--- src/rtl/dncnt.sv ---
// dncnt: loadable down counter with a one-cycle terminal-count pulse.
// Counts from a loaded start value to 0, pulses o_tc, then either stops in
// DONE (one-shot) or reloads the last start value and keeps running
// (auto-reload). Intended as a timeout/interval timer next to upcnt.
module dncnt #(
  parameter int DNBND = 15
) (
  input  logic                          i_clk,
  input  logic                          i_rst,
  input  logic                          i_start,
  input  logic [$clog2(DNBND+1)-1:0]    i_load_val,
  input  logic                          i_en,
  input  logic                          i_auto,
  output logic [$clog2(DNBND+1)-1:0]    o_cnt,
  output logic                          o_busy,
  output logic                          o_tc,
  output logic                          o_done
);

  localparam int CW = $clog2(DNBND + 1);
  localparam logic [CW-1:0] MAXV = CW'(DNBND);

  typedef enum logic [1:0] {
    ST_IDLE = 2'd0,
    ST_RUN  = 2'd1,
    ST_DONE = 2'd2
  } state_t;

  state_t        r_state;
  logic [CW-1:0] r_cnt;
  logic [CW-1:0] r_load;
  logic          r_busy;
  logic          r_tc;
  logic          r_done;

  logic [CW-1:0] w_ld;
  logic          w_zero;

  // Clamp the start value to DNBND. When DNBND fills the whole count width
  // every representable value is legal, so the compare is left out.
  generate
    if (DNBND == (2 ** CW) - 1) begin : g_noclamp
      assign w_ld = i_load_val;
    end else begin : g_clamp
      assign w_ld = (i_load_val > MAXV) ? MAXV : i_load_val;
    end
  endgenerate

  assign w_zero = (r_cnt == '0);

  // State machine with registered outputs; o_tc defaults low so it is only
  // ever high for the single cycle following a terminal edge.
  always_ff @(posedge i_clk or posedge i_rst) begin
    if (i_rst) begin
      r_state <= ST_IDLE;
      r_cnt   <= '0;
      r_load  <= '0;
      r_busy  <= 1'b0;
      r_tc    <= 1'b0;
      r_done  <= 1'b0;
    end else begin
      r_tc <= 1'b0;
      unique case (r_state)
        ST_IDLE: begin
          if (i_start) begin
            r_state <= ST_RUN;
            r_cnt   <= w_ld;
            r_load  <= w_ld;
            r_busy  <= 1'b1;
            r_done  <= 1'b0;
          end
        end
        ST_RUN: begin
          if (i_start) begin
            // Restart beats both decrement and terminal count.
            r_cnt  <= w_ld;
            r_load <= w_ld;
          end else if (i_en) begin
            if (!w_zero) begin
              r_cnt <= r_cnt - CW'(1);
            end else begin
              // Terminal edge: i_auto only matters here.
              r_tc <= 1'b1;
              if (i_auto) begin
                r_cnt <= r_load;
              end else begin
                r_state <= ST_DONE;
                r_busy  <= 1'b0;
                r_done  <= 1'b1;
              end
            end
          end
        end
        ST_DONE: begin
          // Sits at zero until a new start; i_en and i_auto are ignored.
          if (i_start) begin
            r_state <= ST_RUN;
            r_cnt   <= w_ld;
            r_load  <= w_ld;
            r_busy  <= 1'b1;
            r_done  <= 1'b0;
          end
        end
        default: begin
          r_state <= ST_IDLE;
          r_cnt   <= '0;
          r_busy  <= 1'b0;
          r_done  <= 1'b0;
        end
      endcase
    end
  end

  assign o_cnt  = r_cnt;
  assign o_busy = r_busy;
  assign o_tc   = r_tc;
  assign o_done = r_done;

endmodule

--- config.mk ---
export PLATFORM = sky130hd
export DESIGN_NAME = dncnt
export DESIGN_NICKNAME = d
export VERILOG_FILES = /design/src/rtl/dncnt.sv
export SDC_FILE = /design/constraint.sdc
export NUM_CORES = 1
export LEC_CHECK = 0
export CAP_MARGIN = 5
export CORE_MARGIN = 4
export CORE_UTILIZATION = 48
export DETAILED_ROUTE_END_ITERATION = 8
export GPL_TIMING_DRIVEN = 1
export PLACE_DENSITY = 0.83
export SYNTH_ARGS = -nofsm -noshare
export SYNTH_HDL_FRONTEND = slang
export SYNTH_SLANG_ARGS = --single-unit
--- constraint.sdc ---
create_clock -name i_clk -period 2.05 [get_ports i_clk]
set_input_delay 0.5125 -clock i_clk [delete_from_list [all_inputs] [get_ports i_clk]]
set_output_delay 0.5125 -clock i_clk [all_outputs]
set_load 0.01 [all_outputs]
==> results.cfg, run 1 <==
[synthesis]
synth-seq-cells = 12
ys_warn_count = 0
synth_top_area_share_pct = 41.0
synth.avg_cell_area_um2 = 9.76
synth_area_leaders = dfrtp_1 (41%), mux2_2 (7.7%), a21oi_1 (4.1%)
synth-async-reset-ratio_pct = 100
seq_area_frac_synth_pct = 41.0
syn-instance-count = 75
yosysTopAreaCell = dfrtp_1
synth_cell_type_count = 34
synth_fp_nets = 86
synth_area_um2 = 732
synthMostInstantiatedCell = dfrtp_1
ys_top_cells_by_count = dfrtp_1 (12), a21oi_1 (6), inv_1 (5), mux2_2 (5), nand2_1 (5)
synth_edf_count = 0
ys.flop_type = dfrtp_1

[status]
status = completed

[global_routing]
busiest_layer = met2
grt_pass1_wl_um = 2780
met2_usage_pct = 28.5
grt_use_met3_pct = 2.30
antenna_found_initial = 0
grt_use_met1_pct = 22.6
grtUsageTotal_pct = 18.2
grt_max_degree = 16
grt_pass1_vias = 676
grt-ovfl-total = 0

[min_path]
hold_depth = 1
holdCritStartpoint = r_load[1]
holdPathEnd = r_load[1]
min-delay-path-class = register to register

[floorplan]
dieWidth_um = 47.1
dieArea_um2 = 2210
placeableCoreArea_um2 = 1370
row_count = 13
io_pins = 16
die_y_um = 47.1
initial_core_util_pct = 53.6

[detailed_routing]
detail_route.drc_violations = 0
wl_per_cell_um = 15.1
routed_wl_um = 1700
drt_first_pass_iters = 4
ant_nets = 0
via_per_inst = 6.13
dr_total_vias = 686
drtIter0Drc = 31

[clocking]
cts.hold.buffers_added = 0
cts_buffer_depth = 2
cts.sinks = 12
clkTransAtPathRegs_ns = 0.08
cts_buffers = 3
cts_resized = 0
cts-htree-levels = 1
tritoncts = built
ctsRootBufferMaster = clkbuf_4
postCtsSetupBuffers = 0
clkLatencyLatePin_ns = 0.28

[cells_and_area]
instances_no_fill = 112
utilization_pct = 70.8
syn_to_final_growth_pct = 32.1
final_area_um2 = 967
drive_gt1_share_pct = 24.7
fin_nets = 109
nFillCells = 106
num_antenna_cells = 0

[critical_path]
critPathMaxStageDelay_ns = 0.46
end_kind = register
crit_start = o_cnt[0]
r2r_cells = 6
setup.worst_path.start_class = register
path_cells = inv_1, ha_1, nor4b_2, or2_4, or4_1, a32oi_1
cp_data_arrival_time_ns = 2.15
path_max_fanout = 4
crit_required_ns = 2.25
timing.rr.start = o_cnt[0]
crit_path_top_delay_cell = or4_1
regToRegSetupSlack_ns = 0.10
reg2reg_to = o_cnt[0]
critPathKind = register to register

[pwr]
power.density_nw_per_um2 = 789
max-vdd-ir-drop_uv = 403
power_mw = 0.763
power_leakage_nw = 0.407

[sta]
rsz0062_at_grt = false
slew_headroom_pct = 69.2
final_max_slew_viol_count = 0
worstMarginPinSlew_ns = 0.462
fin_crit_sh_pct = 95.1
max_freq_mhz = 513
timing.final.hold_violations = 0
fin_crit_ns = 1.95
fin_skew_ns = 0.00744
setup_violations = 0
fin_hold_ws_ns = 0.503

[place]
dpl_cell_area_um2 = 931
place_inst = 108
routabilityCongestion = 0.921
numPortBuffers = 15
dpl.hpwl_um = 1260

[job]
cap_violations = 0
==> final cells by class <==
cell class	count	area [um^2]	share of cell area (%)
clock buffers	4	36.3	3.75
inverters	5	18.8	1.94
multi-input cells	54	390	40.4
flip-flops and latches	12	300	31.0
well taps	15	18.8	1.94
repair buffers	22	203	21.0
==> registers in the layout (all words and copies together) (netlist names) <==
name     cells
r_load       4
o_cnt        4
o_done       1
o_tc         1
o_busy       1
r_state      1
==> how the worst max path moves through the flow <==
stage / to / slack, ns / depth (start not counted)
CTS: o_cnt[0] / 0.11 / 6
detailed placement: o_cnt[0] / -0.05 / 5
finish: o_cnt[0] / 0.10 / 6
floorplan: o_cnt[0] / 0.18 / 6
global placement: o_cnt[0] / 0.003 / 5
global route: o_cnt[0] / 0.02 / 6
==> kinds of logic after synthesis <==
| kind of cell | share of synthesized area [%] |
|---|---|
| simple gates | 25.3 |
| compound gates | 15.6 |
| flops | 41.0 |
| buf+inv | 5.64 |
| mux | 9.06 |
| fa+ha+maj | 3.42 |
==> cell usage in the layout (no fill, tap or decap), types with 2 or more instances in the layout <==
master | synthesis | routed
a21oi_1 | 6 | 6
nand4_1 | 2 | 2
a32oi_1 | 2 | 2
ha_1 | 2 | 2
nand3b_1 | 2 | 2
o21ai_0 | 2 | 2
and2b_2 | 2 | 2
inv_1 | 5 | 5
dfrtp_1 | 12 | 12
or3b_2 | 2 | 2
mux2_2 | 5 | 5
buf_4 | 2 | 7
clkbuf_4 | 0 | 3
nor3_1 | 4 | 4
nor2_1 | 2 | 2
nand2_1 | 5 | 5
clkdlybuf4s50_1 | 0 | 15
==> metrics by stage <==
stage | TNS (ns) | worst slack, ns
final | 0 | 0.101
after global placement | 0 | 0.00289
after detailed placement | -0.0520 | -0.0520
after global routing | 0 | 0.0243
after floorplan | 0 | 0.177
after CTS | 0 | 0.109
==> where the power goes <==
group / switching, mW / internal (mW) / leakage [nW] / total, mW
sequential: 0.0404 / 0.273 / 0.140 / 0.314
combinational: 0.111 / 0.146 / 0.246 / 0.257
clock: 0.0845 / 0.108 / 0.0210 / 0.192
total: 0.236 / 0.528 / 0.407 / 0.763
==> critical path, delay by kind of cell (launching register included) <==
| kind | cells | cell delay (ns) |
|---|---|---|
| AND/OR/NAND/NOR | 3 | 0.91 |
| adder cells (fa/ha/maj) | 1 | 0.22 |
| buffers and inverters | 1 | 0.11 |
| AO/OA/AOI/OAI | 1 | 0.20 |
| flip-flops | 1 | 0.42 |
==> metal layers <==
metal  wire [um]  part of all wire (%)
met5           0                     0
met4          47                   2.8
met3         111                   6.5
met2         771                    45
met1         766                    45
(Power assumes the default switching activity.)
==> run 2: changes to the inputs <==
Settings changed: CORE_UTILIZATION 48 to 52, MAX_ROUTING_LAYER set to met4, PLACE_DENSITY 0.83 to 0.89.
Clock period 2.05 ns to 2.3 ns, I/O delays scaled along.
==> run 2 against run 1 <==
First-iteration DRC count is 16% higher; setup slack better by 0.19 ns; combinational power is 15% lower; highest routed layer unchanged; maximum frequency is 2.8% lower; die area is 6.4% lower; via count is 1.7% lower; sequential share of layout area is 1.3 points higher; sequential power is 11% lower; clock skew is 0.0047 ns lower; clock power is 9% lower.
==> results.cfg, run 2 (same netlist as run 1, synthesis figures left out) <==
[cells_and_area]
ff_latch_area_um2 = 300
layout_commonest_cell = clkdlybuf4s50_1
instances_no_fill = 107
final_cell_mix = clkdlybuf4s50_1 (15), dfrtp_1 (12), a21oi_1 (6)
fin_nets = 104
multi_input_area_um2 = 390
num_antenna_cells = 0
syn_to_final_growth_pct = 27.0
drive_gt1_share_pct = 20.7
nFillCells = 96

[sta]
slew_headroom_pct = 68.3
final_max_slew_viol_count = 0
rsz0062_at_grt = false
fin_crit_sh_pct = 87.2
tns_ns = 0
fin_hold_ws_ns = 0.518
fin_skew_ns = 0.00278
timing.final.hold_violations = 0
worstMarginPinSlew_ns = 0.475
setup_violations = 0
max_freq_mhz = 499
fin_crit_ns = 2.01

[clocking]
cts_buffers = 3
clkTransAtPathRegs_ns = 0.08
postCtsSetupBuffers = 0
cts.sinks = 12
clkLatencyLatePin_ns = 0.28
ctsRootBufferMaster = clkbuf_4
cts_resized = 0
cts-htree-levels = 1
cts_buffer_depth = 2
cts.hold.buffers_added = 0
tritoncts = built

[pwr]
power_mw = 0.673
power_leakage_nw = 0.383
power.density_nw_per_um2 = 724
max-vdd-ir-drop_uv = 426

[global_routing]
busiest_layer = met2
antenna_found_initial = 0
grt_pass1_vias = 637
grt_use_met1_pct = 26.8
grt_max_degree = 16
grt_use_met3_pct = 2.37
grtUsageTotal_pct = 20.2
grt_pass1_wl_um = 2950
grt-ovfl-total = 0
met2_usage_pct = 31.5

[job]
cap_violations = 0

[place]
place_inst = 103
routabilityCongestion = 0.869
numPortBuffers = 15
dpl.hpwl_um = 1210

[critical_path]
path_max_fanout = 6
end_kind = register
setup.worst_path.start_class = register
cp_data_arrival_time_ns = 2.21
critPathKind = register to register
critPathMaxStageDelay_ns = 0.48
crit_path_top_delay_cell = or4_1
crit_required_ns = 2.50
path_cells = inv_1, ha_1, nor4b_2, or2_4, or4_1, a32oi_1

[floorplan]
placeableCoreArea_um2 = 1320
die_y_um = 45.5
row_count = 13
dieWidth_um = 45.5
io_pins = 16
dieArea_um2 = 2070
initial_core_util_pct = 55.6

[detailed_routing]
drtIter0Drc = 36
dr_total_vias = 674
routed_wl_um = 1700
wl_per_cell_um = 15.9
detail_route.drc_violations = 0
ant_nets = 0
via_per_inst = 6.30
drt_first_pass_iters = 4

[status]
status = completed

[min_path]
min-delay-path-class = register to register
==> run 2: cell count changes in the layout (fill, tap and decap cells not counted) <==
cell,change
buf_4,-5
==> run 2: per-stage QoR <==
stage                     setup WS, ns  utilization (%)  instance area (um^2)
after floorplan                  0.427                -                   732
after global placement           0.114             67.8                   893
after detailed placement        0.0737             67.8                   893
after CTS                        0.306             70.6                   930
after global routing             0.186             70.6                   930
final                            0.294             70.6                   930
==> run 2: critical path: cells and delay by family, from the launching register on <==
kind / cells / cell delay [ns]
AND/OR/NAND/NOR: 3 / 0.96
flip-flops: 1 / 0.40
adder cells (fa/ha/maj): 1 / 0.27
AO/OA/AOI/OAI: 1 / 0.20
buffers and inverters: 1 / 0.11
==> run 2: where the power goes <==
part | internal, mW | leakage (nW) | switching [mW]
combinational | 0.121 | 0.222 | 0.0974
sequential | 0.244 | 0.140 | 0.0369
clock | 0.0964 | 0.0210 | 0.0784
==> run 2: cell type report <==
cell class	instances	share of cell area [%]
Inverter	5	2.02
Timing Repair Buffer	17	17.8
Clock buffer	4	3.90
Multi-Input combinational cell	54	42.0
Sequential cell	12	32.3
Tap cell	15	2.02
==> run 2: path summary, 6_finish.rpt <==
kind	slack, ns	to	startpoint	depth (start not counted)
max	0.29	o_cnt[0]	o_cnt[0]	6
min	0.52	r_load[1]	r_load[1]	1
max reg2reg	0.29	o_cnt[0]	o_cnt[0]	6
min reg2reg	0.52	r_load[1]	r_load[1]	1
max in group asynchronous	1.38	o_cnt[3]	i_rst	2
min in group asynchronous	0.60	r_load[1]	i_rst	2
==> run 2: routing by layer <==
layer / share of wire (%) / up-vias
met1: 43 / 311
met3: 7.1 / 6
met4: 2.7 / 0
met2: 47 / 42
met5: 0 / -
li1: - / 315
==> run 3: changes to the inputs <==
Settings changed: CAP_MARGIN 5 to 0.
==> results of run 3 <==
The final DEF is identical to that of run 2; final timing and power are the same.
